File: src/rtl/disp_pkg.sv
// Shared constants and types for the multiplexed 7-segment display scanner.
package disp_pkg;

  localparam int NUM_DIGITS = 6;
  localparam int PWM_STEPS  = 15;

  localparam logic [7:0] SEG_OFF    = 8'hFF;
  localparam logic [5:0] DIGIT_NONE = 6'h3F;

  // Active-low one-hot digit selects; element i pulls bit i low.
  localparam logic [NUM_DIGITS-1:0][5:0] DIGIT_SEL = {
    6'b011111,
    6'b101111,
    6'b110111,
    6'b111011,
    6'b111101,
    6'b111110
  };

  typedef enum logic [1:0] {
    IDLE  = 2'd0,
    BLANK = 2'd1,
    DRIVE = 2'd2
  } scan_state_t;

  // Width helper: a counter for N states never collapses to zero bits.
  function automatic int cnt_width(input int n);
    return (n > 1) ? $clog2(n) : 1;
  endfunction

endpackage

File: src/rtl/disp_pwm.sv
// PWM step counter for one drive slot and the "lit" decision for the next cycle.
module disp_pwm
  import disp_pkg::*;
(
  input  logic       clk,
  input  logic       rst,
  input  logic       drive_next,
  input  logic       drive_entry,
  input  logic [3:0] brightness,
  output logic       lit_next
);

  localparam logic [3:0] PWM_LAST = 4'(PWM_STEPS - 1);

  logic [3:0] cnt;
  logic [3:0] cnt_next;

  // Next count: restart at 0 on slot entry, wrap after the last step, park at 0 outside DRIVE.
  always_comb begin
    cnt_next = '0;
    if (drive_next && !drive_entry) begin
      cnt_next = (cnt == PWM_LAST) ? 4'd0 : cnt + 4'd1;
    end
  end

  // Lit when the step is below the duty level, so 0 never lights and 15 always does.
  assign lit_next = drive_next && (cnt_next < brightness);

  // Step counter register.
  always_ff @(posedge clk or posedge rst) begin
    if (rst) begin
      cnt <= '0;
    end else begin
      cnt <= cnt_next;
    end
  end

endmodule

File: src/rtl/display_scan_ctrl.sv
// Frame-buffered scan scheduler for a 6-digit multiplexed 7-segment display.
// Producers fill a back buffer and request a commit; the back buffer is copied
// to the front buffer only at frame boundaries (or at once while idle).
//
// Write handshake: a write (and/or commit) transfers on a rising clk edge where
// wr_valid (or wr_commit) and wr_ready are both 1. wr_ready depends only on
// internal state, never combinationally on wr_valid/wr_commit. Once a commit is
// accepted, wr_ready stays low until the swap has happened.
module display_scan_ctrl
  import disp_pkg::*;
#(
  parameter int DWELL_CYCLES = 50000,
  parameter int BLANK_CYCLES = 64,
  parameter int BLINK_FRAMES = 64
) (
  input  logic       clk,
  input  logic       rst,
  input  logic       enable,
  input  logic       wr_valid,
  output logic       wr_ready,
  input  logic [2:0] wr_idx,
  input  logic [7:0] wr_seg,
  input  logic       wr_commit,
  input  logic [3:0] brightness,
  input  logic [5:0] blink_mask,
  output logic [7:0] seg,
  output logic [5:0] digit_sel,
  output logic       frame_tick
);

  localparam int DW = cnt_width(DWELL_CYCLES);
  localparam int BW = cnt_width(BLANK_CYCLES);
  localparam int KW = cnt_width(BLINK_FRAMES);

  localparam logic [DW-1:0] DWELL_LAST = DW'(DWELL_CYCLES - 1);
  localparam logic [BW-1:0] BLANK_LAST = BW'(BLANK_CYCLES - 1);
  localparam logic [KW-1:0] BLINK_LAST = KW'(BLINK_FRAMES - 1);
  localparam logic [2:0]    IDX_LAST   = 3'(NUM_DIGITS - 1);

  // Scan state
  scan_state_t   state, state_next;
  logic [DW-1:0] dwell_cnt, dwell_next;
  logic [BW-1:0] blank_cnt, blank_next;
  logic [2:0]    idx, idx_next;
  logic          tick_next;

  // Blink state
  logic [KW-1:0] blink_cnt, blink_cnt_next;
  logic          blink_phase, blink_phase_next;

  // Buffers and commit tracking
  logic [7:0] front      [NUM_DIGITS];
  logic [7:0] back       [NUM_DIGITS];
  logic [7:0] front_next [NUM_DIGITS];
  logic [7:0] back_next  [NUM_DIGITS];
  logic       pending, pending_next;
  logic       accept_wr, accept_commit, swap;

  // Output shaping
  logic       drive_next, drive_entry, pwm_lit_next, show_next;
  logic [7:0] seg_next;
  logic [5:0] digit_sel_next;

  // Scan FSM next state: BLANK gap, then DRIVE dwell, advancing the digit index.
  always_comb begin
    state_next = state;
    dwell_next = dwell_cnt;
    blank_next = blank_cnt;
    idx_next   = idx;
    tick_next  = 1'b0;
    if (!enable) begin
      state_next = IDLE;
      dwell_next = '0;
      blank_next = '0;
      idx_next   = '0;
    end else begin
      case (state)
        IDLE: begin
          state_next = BLANK;
          blank_next = '0;
        end
        BLANK: begin
          if (blank_cnt == BLANK_LAST) begin
            state_next = DRIVE;
            blank_next = '0;
            dwell_next = '0;
          end else begin
            blank_next = blank_cnt + BW'(1);
          end
        end
        DRIVE: begin
          if (dwell_cnt == DWELL_LAST) begin
            state_next = BLANK;
            dwell_next = '0;
            tick_next  = (idx == IDX_LAST);
            idx_next   = (idx == IDX_LAST) ? 3'd0 : idx + 3'd1;
          end else begin
            dwell_next = dwell_cnt + DW'(1);
          end
        end
        default: begin
          state_next = IDLE;
          dwell_next = '0;
          blank_next = '0;
          idx_next   = '0;
        end
      endcase
    end
  end

  // Scan FSM state register.
  always_ff @(posedge clk or posedge rst) begin
    if (rst) begin
      state     <= IDLE;
      dwell_cnt <= '0;
      blank_cnt <= '0;
      idx       <= '0;
    end else begin
      state     <= state_next;
      dwell_cnt <= dwell_next;
      blank_cnt <= blank_next;
      idx       <= idx_next;
    end
  end

  // Blink phase advances on frame ticks; the frame count restarts when scanning stops.
  always_comb begin
    blink_cnt_next   = blink_cnt;
    blink_phase_next = blink_phase;
    if (!enable) begin
      blink_cnt_next = '0;
    end else if (frame_tick) begin
      if (blink_cnt == BLINK_LAST) begin
        blink_cnt_next   = '0;
        blink_phase_next = ~blink_phase;
      end else begin
        blink_cnt_next = blink_cnt + KW'(1);
      end
    end
  end

  // Blink register.
  always_ff @(posedge clk or posedge rst) begin
    if (rst) begin
      blink_cnt   <= '0;
      blink_phase <= 1'b0;
    end else begin
      blink_cnt   <= blink_cnt_next;
      blink_phase <= blink_phase_next;
    end
  end

  // Buffer updates: writes land in back; a pending commit copies back to front
  // in the frame_tick cycle, or straight away while idle.
  always_comb begin
    accept_wr     = wr_valid && wr_ready;
    accept_commit = wr_commit && wr_ready;
    swap          = pending && (frame_tick || (state == IDLE));
    for (int i = 0; i < NUM_DIGITS; i++) begin
      back_next[i]  = back[i];
      front_next[i] = swap ? back[i] : front[i];
      if (accept_wr && (wr_idx == 3'(i))) begin
        back_next[i] = wr_seg;
      end
    end
    pending_next = pending;
    if (swap) begin
      pending_next = 1'b0;
    end else if (accept_commit) begin
      pending_next = 1'b1;
    end
  end

  // Buffer and commit registers.
  always_ff @(posedge clk or posedge rst) begin
    if (rst) begin
      for (int i = 0; i < NUM_DIGITS; i++) begin
        front[i] <= SEG_OFF;
        back[i]  <= SEG_OFF;
      end
      pending <= 1'b0;
    end else begin
      for (int i = 0; i < NUM_DIGITS; i++) begin
        front[i] <= front_next[i];
        back[i]  <= back_next[i];
      end
      pending <= pending_next;
    end
  end

  assign drive_next  = (state_next == DRIVE);
  assign drive_entry = drive_next && (state != DRIVE);

  disp_pwm u_pwm (
    .clk         (clk),
    .rst         (rst),
    .drive_next  (drive_next),
    .drive_entry (drive_entry),
    .brightness  (brightness),
    .lit_next    (pwm_lit_next)
  );

  // Output values for the next cycle, so the first DRIVE cycle already shows the digit.
  always_comb begin
    show_next      = pwm_lit_next && !(blink_phase_next && blink_mask[idx_next]);
    seg_next       = SEG_OFF;
    digit_sel_next = DIGIT_NONE;
    if (show_next) begin
      seg_next       = front_next[idx_next];
      digit_sel_next = DIGIT_SEL[idx_next];
    end
  end

  // Output registers.
  always_ff @(posedge clk or posedge rst) begin
    if (rst) begin
      seg        <= SEG_OFF;
      digit_sel  <= DIGIT_NONE;
      frame_tick <= 1'b0;
      wr_ready   <= 1'b1;
    end else begin
      seg        <= seg_next;
      digit_sel  <= digit_sel_next;
      frame_tick <= tick_next;
      wr_ready   <= ~pending_next;
    end
  end

endmodule

File: config.mk
export PLATFORM = sky130hd
export DESIGN_NAME = display_scan_ctrl
export DESIGN_NICKNAME = d
export VERILOG_FILES = /design/src/rtl/disp_pkg.sv /design/src/rtl/disp_pwm.sv /design/src/rtl/display_scan_ctrl.sv
export SDC_FILE = /design/constraint.sdc
export NUM_CORES = 1
export LEC_CHECK = 0
export CAP_MARGIN = 20
export CORE_AREA = 2 2 130 132
export CTS_CLUSTER_SIZE = 24
export DETAILED_ROUTE_END_ITERATION = 7
export DIE_AREA = 0 0 132 134
export MAX_ROUTING_LAYER = met4
export PLACE_DENSITY = 0.64
export REMOVE_ABC_BUFFERS = 1
export SYNTH_ARGS = -nofsm -noshare
export SYNTH_HDL_FRONTEND = slang
export SYNTH_SLANG_ARGS = --single-unit
File: constraint.sdc
create_clock -name clk -period 9.25 [get_ports clk]
set_input_delay 1.85 -clock clk [delete_from_list [all_inputs] [get_ports clk]]
set_output_delay 1.85 -clock clk [all_outputs]
set_load 0.01 [all_outputs]
Yosys cells after proc, flatten, opt, wreduce, memory -nomap -nowiden
Memories as Yosys holds them, arrays and structs flattened.
Index checks and enable logic that the tools add are counted.
- memory bits (read-only): 48
- bits in writable memories: 0
- output and inout bits: 16
- input bits: 26
- register bits after elaboration: 151
- logic and storage cells: 117
- memories kept: 1
- bits in latches: 0
- memories (name ; depth ; width ; rd ports ; clocked after memory_dff ; wr ports ; RTL line ; RTL):
    (name not given) ; 8 ; 6 ; 1 ; 0 ; 0 ; display_scan_ctrl.sv:210 ; digit_sel_next = DIGIT_SEL[idx_next];
- multiplexer cells: 42
- order comparisons: 3
- reductions and logical operators: 21
- add/sub/neg operators: 5
- shift operators: 0
- bitwise gates (word level): 3
- equal/unequal tests: 18
- multipliers: 0
- divide/modulo/power cells: 0
- operators by type and width (cell ; count):
    two-way mux 8 bit ; 9
    two-way mux 16 bit ; 3
    case mux 16 bit (3 select lines) ; 1
    two-way mux 6 bit ; 7
    binary-select mux 8 bit (select 3 bit) ; 1
    adder 16 x 1 -> 16 bit (second input constant) ; 1
    equality test 16 bit (second input constant) ; 1
    logical AND 1 bit ; 14
    adder 6 x 1 -> 6 bit (second input constant) ; 2
    equality test 6 bit (second input constant) ; 2
    case mux 6 bit (2 select lines) ; 1
    equality test 3 bit (second input constant) ; 3
    two-way mux 1 bit ; 9
    two-way mux 3 bit ; 3
    two-way mux 4 bit ; 2
    equality test 3 x 2 -> 1 bit (second input constant) ; 2
    two-way mux 2 bit ; 3
    != test 2 bit (second input constant) ; 3
    case mux 2 bit (3 select lines) ; 1
    case mux 3 bit (2 select lines) ; 1
    adder 4 x 1 -> 4 bit (second input constant) ; 1
    equality test 2 bit (second input constant) ; 2
    equality test 4 bit (second input constant) ; 1
    greater-or-equal comparator 4 bit (second input constant) ; 1
    16 further kinds ; 18

Longest topological paths before layout
Gate-level depths: netlist of run 1.
- depth in word-level cells: 13
- depth in mapped cells: 13
- gate-level depth less buffers: 13

Cells and area by module
From an unflattened synthesis of run 1, not the netlist that was laid out.
- cells, all modules: 560
- area total of the unflattened synthesis: 7135.6 um2
- by module, submodules not included (module ; seq. area each (um2) ; cells each ; area an instance (um2) ; instances):
    display_scan_ctrl ; 3817.4 ; 527 ; 6831.6 ; 1
    disp_pwm ; 100.1 ; 33 ; 304.0 ; 1

Worst setup path after synthesis of run 1
No wires, ideal clock.
- path type: input -> register
- start point: input port enable
- end point: register seg[6]
- cell stages on the path: 12
- path slack: 5.235 ns
- required time: 9.151 ns
- setup time: 0.099 ns
- arrival time: 3.916 ns
- buffers on the path: 1
- cells stage by stage: clkbuf_1 nand2_1 nor2_1 nand3_1 nor2_1 ha_1 o21ai_0 nand2b_1 a31oi_1 nand2_1 a211oi_4 o211ai_1
- longest elaborated chain between the ends: 10
- elaborated cells on any way between the ends: 20
- those cells by class: 1 x order compare; 1 x eq/ne; 10 x mux; 1 x bitwise; 7 x reduce/logical
- RTL lines (item ; RTL line ; RTL):
    start: declaration ; display_scan_ctrl.sv:18 ; input logic enable,
    two-way mux 2 bit * ; display_scan_ctrl.sv:71 ; if (!enable) begin
    equality test 2 bit * ; display_scan_ctrl.sv:191 ; assign drive_next = (state_next == DRIVE);
    logical AND 1 bit ; display_scan_ctrl.sv:192 ; assign drive_entry = drive_next && (state != DRIVE);
    logical NOT 1 bit ; disp_pwm.sv:21 ; if (drive_next && !drive_entry) begin
    logical AND 1 bit * ; disp_pwm.sv:21 ;
    two-way mux 4 bit * ; disp_pwm.sv:21 ;
    via u_pwm.cnt_next[1] ; disp_pwm.sv:16 ; logic [3:0] cnt_next;
    less-than comparator 4 bit * ; disp_pwm.sv:27 ; assign lit_next = drive_next && (cnt_next < brightness);
    logical AND 1 bit * ; disp_pwm.sv:27 ;
    logical AND 1 bit * ; display_scan_ctrl.sv:205 ; show_next = pwm_lit_next && !(blink_phase_next && blink_mask[idx_next]);
    two-way mux 8 bit * ; display_scan_ctrl.sv:208 ; if (show_next) begin
    via seg_next[6] ; display_scan_ctrl.sv:61 ; logic [7:0] seg_next;
    end signal: assignment ; display_scan_ctrl.sv:222 ; seg <= seg_next;
    end: declaration ; display_scan_ctrl.sv:26 ; output logic [7:0] seg,
Mark *: on every way through the listed nets, which the timed path passes. The rest lies on a longest branch. The select of a mux whose other input is x is not followed.
A chain may end at the register's enable or synchronous reset.

Worst setup path after layout of run 1
- start point: input port enable
- end point: register seg[2]
The elaborated chain is that of the path after synthesis.

==> metrics.log, run 1 <==
INFO  metric status = complete, no violations
INFO  metric cts_post_setup_buffers_inserted = 0
INFO  metric grt_setup_unrepaired = false
INFO  metric synth_common_cells = sky130_fd_sc_hd__dfstp_2, sky130_fd_sc_hd__mux2_2, sky130_fd_sc_hd__nand2_1
INFO  metric clock.fmax = ~200 MHz
INFO  metric final_net_count = 630
INFO  metric postSynth.asyncResetShare = 1.000
INFO  metric remaining_drc_errors = 0
INFO  metric clock_latency_on_the_worst_skew_pair = 420 ps
INFO  metric area_share_of_xor_xnor_cells_in_the_synthesized_design = 0.02021
INFO  metric wire_length_per_cell = approximately 17 um
INFO  metric share_of_the_synthesized_area_in_compound_gates_ao_oa_aoi_oai = 0.07361
INFO  metric place.gp.congestion = 0.7898
INFO  metric post_synth_inst_count = 551
INFO  metric grt_max_degree = between 90 and 100
INFO  metric critPathKind = in2reg
INFO  metric initial_antenna_violation_count = 0
INFO  metric worstPathMaxFanout = 19
INFO  metric antenna_cells_inserted = 0
INFO  metric yosysWarnings = 0
INFO  metric finalHoldViolCount = 0
INFO  metric p_leak = about 3.3 nW
INFO  metric global_route.overflow_total = 0
INFO  metric synth_top_family_by_area = multiplexers
INFO  metric synth.area.mux_share = 0.1916
INFO  metric critPathRequiredTime = 9560 ps
INFO  metric drtAntennaViolNets = 0
INFO  metric ios = 42
INFO  metric cts.path.max_buffers = 2
INFO  metric synth.area.top_cells = sky130_fd_sc_hd__dfstp_2, sky130_fd_sc_hd__mux2_2, sky130_fd_sc_hd__dfrtp_1
INFO  metric route.vias.total = around 4.3k
INFO  metric fin_worst_skew = 8.825 ps
INFO  metric register_clock_pin_slew_on_the_reported_worst_setup_and_hold_paths = 60 ps
INFO  metric layout-drive-gt1-share = 0.4283
INFO  metric place.port_buffers = 41
INFO  metric area_share_of_and_or_nand_nor_cells_after_synthesis = 0.1137
INFO  metric routed_wl = 14.03 mm
INFO  metric tritoncts = done
INFO  metric die_extent_in_y = 134 um
INFO  metric fin_setup_tns = 0 ps
INFO  metric synth.most_common_cell = sky130_fd_sc_hd__dfstp_2
INFO  metric initial_utilization = 0.4258
INFO  metric worstMarginPinSlew = approximately 1000 ps
INFO  metric hpwl = 9.157 mm
INFO  metric ys_dominant_reg_cell = sky130_fd_sc_hd__dfstp_2
INFO  metric synth_largest_area_cell = sky130_fd_sc_hd__dfstp_2
INFO  metric clock_tree.root_cell = sky130_fd_sc_hd__clkbuf_16
INFO  metric power.density_cell_area = between 200 and 300 mW/mm^2
INFO  metric pre_cts_slack = 3808 ps
INFO  metric cts.htree.levels = 4
INFO  metric core_region_area = 0.01629 mm^2
INFO  metric detailed_router_s_first_iteration_violation_count = 280
INFO  metric multi_input_comb_area = ~0.0029 mm^2
INFO  metric holdCritPathClass = reg2reg
INFO  metric vias_per_cell = between 5 and 6
INFO  metric detailedRoute.firstPassIterationCount = 4
INFO  metric synth_largest_type_area_fraction = 0.4205
INFO  metric post_cts.resized_instances = 0
INFO  metric cts-buffers-inserted = 17
INFO  metric synthDistinctLibCells = 55
INFO  metric edff_count_synth = 0
INFO  metric core.rowCount = 47
INFO  metric synth_adder_area_share = 0.01443
INFO  metric setup_ws = 4269 ps
INFO  metric synth_area = 0.006935 mm^2
INFO  metric max_transition_viols_final = 0
INFO  metric n_fill_cell = around 1.4k
INFO  metric hold_buffers = 0
INFO  metric grt_pass1_wl = 23.38 mm
INFO  metric final_min_period_over_clock_period = 0.5385
INFO  metric peakVddDrop = 0.1563 mV
INFO  metric groute.usage.overall = 0.1742
INFO  metric chipWidth = 132 um
INFO  metric final_report_setup_violation_count = 0
INFO  metric worstPathArrival = between 5000 and 6000 ps
INFO  metric fp.dieArea = 0.01769 mm^2
INFO  metric synthesis.area_per_instance = around 13 um^2
INFO  metric synth_sequential_area_ratio = 0.5649
INFO  metric regArea = 0.003918 mm^2
INFO  metric clock-sinks = 151
INFO  metric max_cap_violations = 0
INFO  metric post_layout_power = 0.002232 W
INFO  metric slew_headroom = 0.3137
INFO  metric final.min_clock_period = 4981 ps
INFO  metric postSynthRegisterBits = between 150 and 200
INFO  metric first_global_vias = around 4.5k
INFO  metric synthToLayoutAreaGrowth = 17.93%
INFO  metric critPathLaunchType = primary input
INFO  metric setup.worst_path.end_class = flop
## flip-flops by register name, indices dropped and copies added (netlist names)
register	count
front	48
blank_cnt	6
wr_ready	1
digit_sel	6
back	48
idx	3
u_pwm.cnt	4
pending	1
frame_tick	1
blink_cnt	6
blink_phase	1
seg	8
dwell_cnt	16
state	2
## worst paths after layout
kind,start,to,slack [ps],depth (start not counted)
worst max-delay path,enable,seg[2],4270,12
worst min-delay path,blank_cnt[3],blank_cnt[3],530,1
worst max register to register,dwell_cnt[11],seg[2],5480,8
worst min register to register,blank_cnt[3],blank_cnt[3],530,1
max in group asynchronous,rst,front[45],6070,3
min in group asynchronous,rst,dwell_cnt[3],1990,2
## routing by layer
layer,vias up,track usage,part of all wire,wire length [um]
met1,2182,0.2178,0.46,6514
met4,0,0.07367,0.020,282
met3,23,0.03401,0.026,365
met2,61,0.2784,0.49,6864
li1,2042,-,-,-
met5,-,-,0,0
## cells in the final DEF, fill, tap and decap left out, types with 10 or more instances in the layout
cell type / count
sky130_fd_sc_hd__clkbuf_16: 17
sky130_fd_sc_hd__dfrtp_1: 40
sky130_fd_sc_hd__o21ai_0: 18
sky130_fd_sc_hd__xor2_1: 10
sky130_fd_sc_hd__o211ai_1: 18
sky130_fd_sc_hd__mux2_2: 98
sky130_fd_sc_hd__a21o_1: 10
sky130_fd_sc_hd__mux2i_1: 21
sky130_fd_sc_hd__nand4_1: 10
sky130_fd_sc_hd__nor2_1: 31
sky130_fd_sc_hd__nand2_1: 43
sky130_fd_sc_hd__nand3_1: 17
sky130_fd_sc_hd__dfstp_2: 111
sky130_fd_sc_hd__inv_1: 17
sky130_fd_sc_hd__clkdlybuf4s50_1: 41
## metrics by stage
stage                 util  instance area [um^2]  hold slack [ps]  instances
finish              0.5021                  8179            534.1        827
global route        0.5021                  8179            549.7        827
CTS                 0.5021                  8179            533.2        827
detailed placement  0.4662                  7594            524.2        797
global placement    0.4657                  7586            508.8        796
floorplan                -                  6857            459.4        532
## logic make-up (layout without fill, tap and decap cells)
family,count (synthesis),after routing
AO/OA/AOI/OAI,70,70
XOR/XNOR,16,16
adder cells (fa/ha/maj),8,8
buffers and inverters,38,94
flip-flops,151,151
multiplexers,120,120
AND/OR/NAND/NOR,148,148
## critical path, cell delays in order
cell and delay [ps]:
sky130_fd_sc_hd__clkdlybuf4s50_1 850, sky130_fd_sc_hd__nand2_1 290, sky130_fd_sc_hd__nor2_1 380, sky130_fd_sc_hd__nand3_1 190, sky130_fd_sc_hd__nor2_1 190, sky130_fd_sc_hd__ha_1 250
sky130_fd_sc_hd__o21ai_0 150, sky130_fd_sc_hd__nand2b_1 90, sky130_fd_sc_hd__a31oi_1 200, sky130_fd_sc_hd__nand2_1 150, sky130_fd_sc_hd__a211oi_4 520, sky130_fd_sc_hd__o211ai_1 170
## cell type report
class / instances / area share
flip-flops and latches: 151 / 0.4790
clock buffers: 21 / 0.05630
multi-input cells: 362 / 0.3526
well taps: 220 / 0.03365
inverters: 19 / 0.009332
clock inverters: 9 / 0.01530
repair buffers: 45 / 0.05385
## power by group
group / total [W] / leakage, nW / switching (W) / internal, W
combinational: 0.000450 / 1.33 / 0.000194 / 0.000256
clock: 0.000687 / 0.293 / 0.000253 / 0.000434
sequential: 0.00110 / 1.72 / 0.0000769 / 0.00102
total: 0.00223 / 3.34 / 0.000524 / 0.00171
No activity file was read; power rests on OpenSTA's default activity.
==> run 2: changes to the inputs <==
Settings changed: PLACE_DENSITY 0.64 to 0.67.
Clock period 9.25 ns to 4.1 ns, I/O delays scaled along.
==> run 2 against run 1 <==
Worst hold slack lost 15 ps; global-route usage increased by 0.34 points; die area is the same; combinational power rose by 130%; wire length up 1.2%; clock power is 120% higher; largest power group unchanged.
==> metrics.log, run 2 (synthesized netlist as in run 1, its figures left out) <==
INFO  metric wire_length_per_cell = 17.04 um (+0.46%)
INFO  metric clock_latency_on_the_worst_skew_pair = 420 ps (about the same)
INFO  metric most-common-layout-cells = sky130_fd_sc_hd__dfstp_2, sky130_fd_sc_hd__mux2_2, sky130_fd_sc_hd__nand2_1
INFO  metric cts_post_setup_buffers_inserted = 0 (unchanged)
INFO  metric final_report_setup_violation_count = 0 (unchanged)
INFO  metric worstPathArrival = 3920 ps (-1370 ps)
INFO  metric commonest_non_fill_non_tap_cell_in_the_layout = sky130_fd_sc_hd__dfstp_2
INFO  metric clock_tree.root_cell = sky130_fd_sc_hd__clkbuf_16
INFO  metric core_region_area = 0.01629 mm^2 (unchanged)
INFO  metric finalHoldViolCount = 0 (unchanged)
INFO  metric critPathRequiredTime = 4410 ps (-5150 ps)
INFO  metric final.min_clock_period = about 3600 ps
INFO  metric tritoncts = done
INFO  metric fp.dieArea = 0.01769 mm^2 (unchanged)
INFO  metric max_transition_viols_final = 0 (unchanged)
INFO  metric place.gp.congestion = 0.7934 (+0.46%)
INFO  metric clock-sinks = 151 (unchanged)
INFO  metric core.rowCount = 47 (unchanged)
INFO  metric global_route.overflow_total = 0 (unchanged)
INFO  metric fin_worst_skew = 8.188 ps (-0.6367 ps)
INFO  metric grt_setup_unrepaired = false
INFO  metric final_net_count = 634 (+0.63%)
INFO  metric min_to = blank_cnt[3]
INFO  metric hold-worst-slack = 519.1 ps (-15.00 ps)
INFO  metric detailed_router_s_first_iteration_violation_count = 261 (-6.8%)
INFO  metric hpwl = 9.185 mm (+0.30%)
INFO  metric critPathKind = reg2reg
INFO  metric grt_max_degree = 85 (-11%)
INFO  metric holdCritPathClass = reg2reg
INFO  metric first_global_vias = 4569 (+1.1%)
INFO  metric hold_buffers = 0 (unchanged)
INFO  metric clock.fmax = about 280 MHz
INFO  metric antenna_cells_inserted = 0 (unchanged)
INFO  metric reg2reg_from = dwell_cnt[11]
INFO  metric hold-path-cell-count = 1 (unchanged)
INFO  metric cts-buffers-inserted = 17 (unchanged)
INFO  metric max_cap_violations = 0 (unchanged)
INFO  metric register_clock_pin_slew_on_the_reported_worst_setup_and_hold_paths = 60 ps (about the same)
INFO  metric peakVddDrop = 0.3499 mV (+120%)
INFO  metric chipWidth = 132 um (unchanged)
INFO  metric power.density_cell_area = 610.2 mW/mm^2 (+120%)
INFO  metric worstPathMaxFanout = 9 (-10)
INFO  metric post_cts.resized_instances = 0 (unchanged)
INFO  metric remaining_drc_errors = 0 (unchanged)
INFO  metric cts.path.max_buffers = 2 (unchanged)
INFO  metric die_extent_in_y = 134 um (unchanged)
INFO  metric routed_wl = 14.19 mm (+1.2%)
INFO  metric status = complete, no violations
INFO  metric route.vias.total = 4384 (+1.8%)
INFO  metric layout-drive-gt1-share = 0.4307 (+0.002333)
INFO  metric grt_pass1_wl = 23.79 mm (+1.8%)
INFO  metric r2r_endpoint = seg[0]
INFO  metric initial_utilization = 0.4258 (unchanged)
INFO  metric p_leak = 3.347 nW (+0.21%)
INFO  metric slew_headroom = 0.2937 (-0.01998)
INFO  metric groute.usage.overall = 0.1777 (+0.003436)
INFO  metric initial_antenna_violation_count = 0 (unchanged)
INFO  metric drtAntennaViolNets = 0 (unchanged)
INFO  metric vias_per_cell = 5.263 (+1.0%)
INFO  metric ios = 42 (unchanged)
INFO  metric setup.worst_path.end_class = flop
INFO  metric synthToLayoutAreaGrowth = 18.35%
INFO  metric final_util = 0.5039 (+0.001767)
INFO  metric place.port_buffers = 41 (unchanged)
INFO  metric final_min_period_over_clock_period = 0.8811
INFO  metric worst_hold_startpoint = blank_cnt[3]
INFO  metric worstMarginPinSlew = 1056 ps (+31.66 ps)
INFO  metric ff2ff_setup_slack = 490 ps (-4990 ps)
INFO  metric cts.htree.levels = 4 (unchanged)
INFO  metric worst_r2r_path_depth = 12 (+4)
INFO  metric detailedRoute.firstPassIterationCount = 6 (+2)
INFO  metric fin_setup_tns = 0 ps (unchanged)
INFO  metric critPathLaunchType = flop
INFO  metric largestRegisters = back: 48 flops, front: 48 flops, dwell_cnt: 16 flops
-- run 2: power by group --
group          switching, W  internal, W  total [W]
combinational      0.000443     0.000579    0.00102
sequential         0.000179      0.00230    0.00248
clock              0.000604     0.000906    0.00151
total               0.00123      0.00378    0.00501
-- run 2: critical path, cell delays in order (launching register included) --
cell and delay (ps):
sky130_fd_sc_hd__dfrtp_1 430, sky130_fd_sc_hd__or4b_4 590, sky130_fd_sc_hd__nor4_4 480, sky130_fd_sc_hd__nor2_1 190, sky130_fd_sc_hd__nand3_1 190, sky130_fd_sc_hd__nor2_1 90, sky130_fd_sc_hd__ha_1 270, sky130_fd_sc_hd__o21ai_0 150
sky130_fd_sc_hd__nand2b_1 70, sky130_fd_sc_hd__a31oi_1 160, sky130_fd_sc_hd__nand2_1 140, sky130_fd_sc_hd__a211oi_4 550, sky130_fd_sc_hd__o211ai_1 180
-- run 2: cell type report --
type | count | area (um^2)
clock buffers | 23 | 489.2
well taps | 220 | 275.3
clock inverters | 9 | 87.58
flip-flops and latches | 151 | 3918
fillers | 1432 | 8082
multi-input cells | 362 | 2879
inverters | 19 | 76.32
repair buffers | 49 | 483.0
-- run 2: worst max-delay path by stage --
stage | start | end | slack [ps]
6_report | dwell_cnt[11] | seg[0] | 490
5_1_grt | dwell_cnt[11] | seg[4] | 190
4_1_cts | dwell_cnt[11] | seg[0] | 470
3_5_place_dp | enable | seg[1] | 360
3_3_place_gp | enable | seg[6] | 530
2_1_floorplan | rst | blank_cnt[0] | -600
-- run 2: per-layer routing --
metal / vias up / wire (um) / global-route usage / share of wire
met5: - / 0 / - / 0
met4: 0 / 265 / 0.07126 / 0.019
met3: 22 / 488 / 0.03817 / 0.034
met2: 77 / 6765 / 0.2734 / 0.48
met1: 2224 / 6674 / 0.2302 / 0.47
li1: 2061 / - / - / -
-- run 2: through the flow --
stage | cell area, um^2 | power [W] | cells | setup WS (ps)
after global placement | 7631 | 0.003447 | 801 | 525.3
final | 8208 | 0.005009 | 833 | 487.6
after detailed placement | 7631 | 0.003531 | 801 | 360.5
after floorplan | 6857 | 0.003270 | 532 | -601.0
after CTS | 8208 | 0.005054 | 833 | 465.6
after global routing | 8208 | 0.005278 | 833 | 194.7
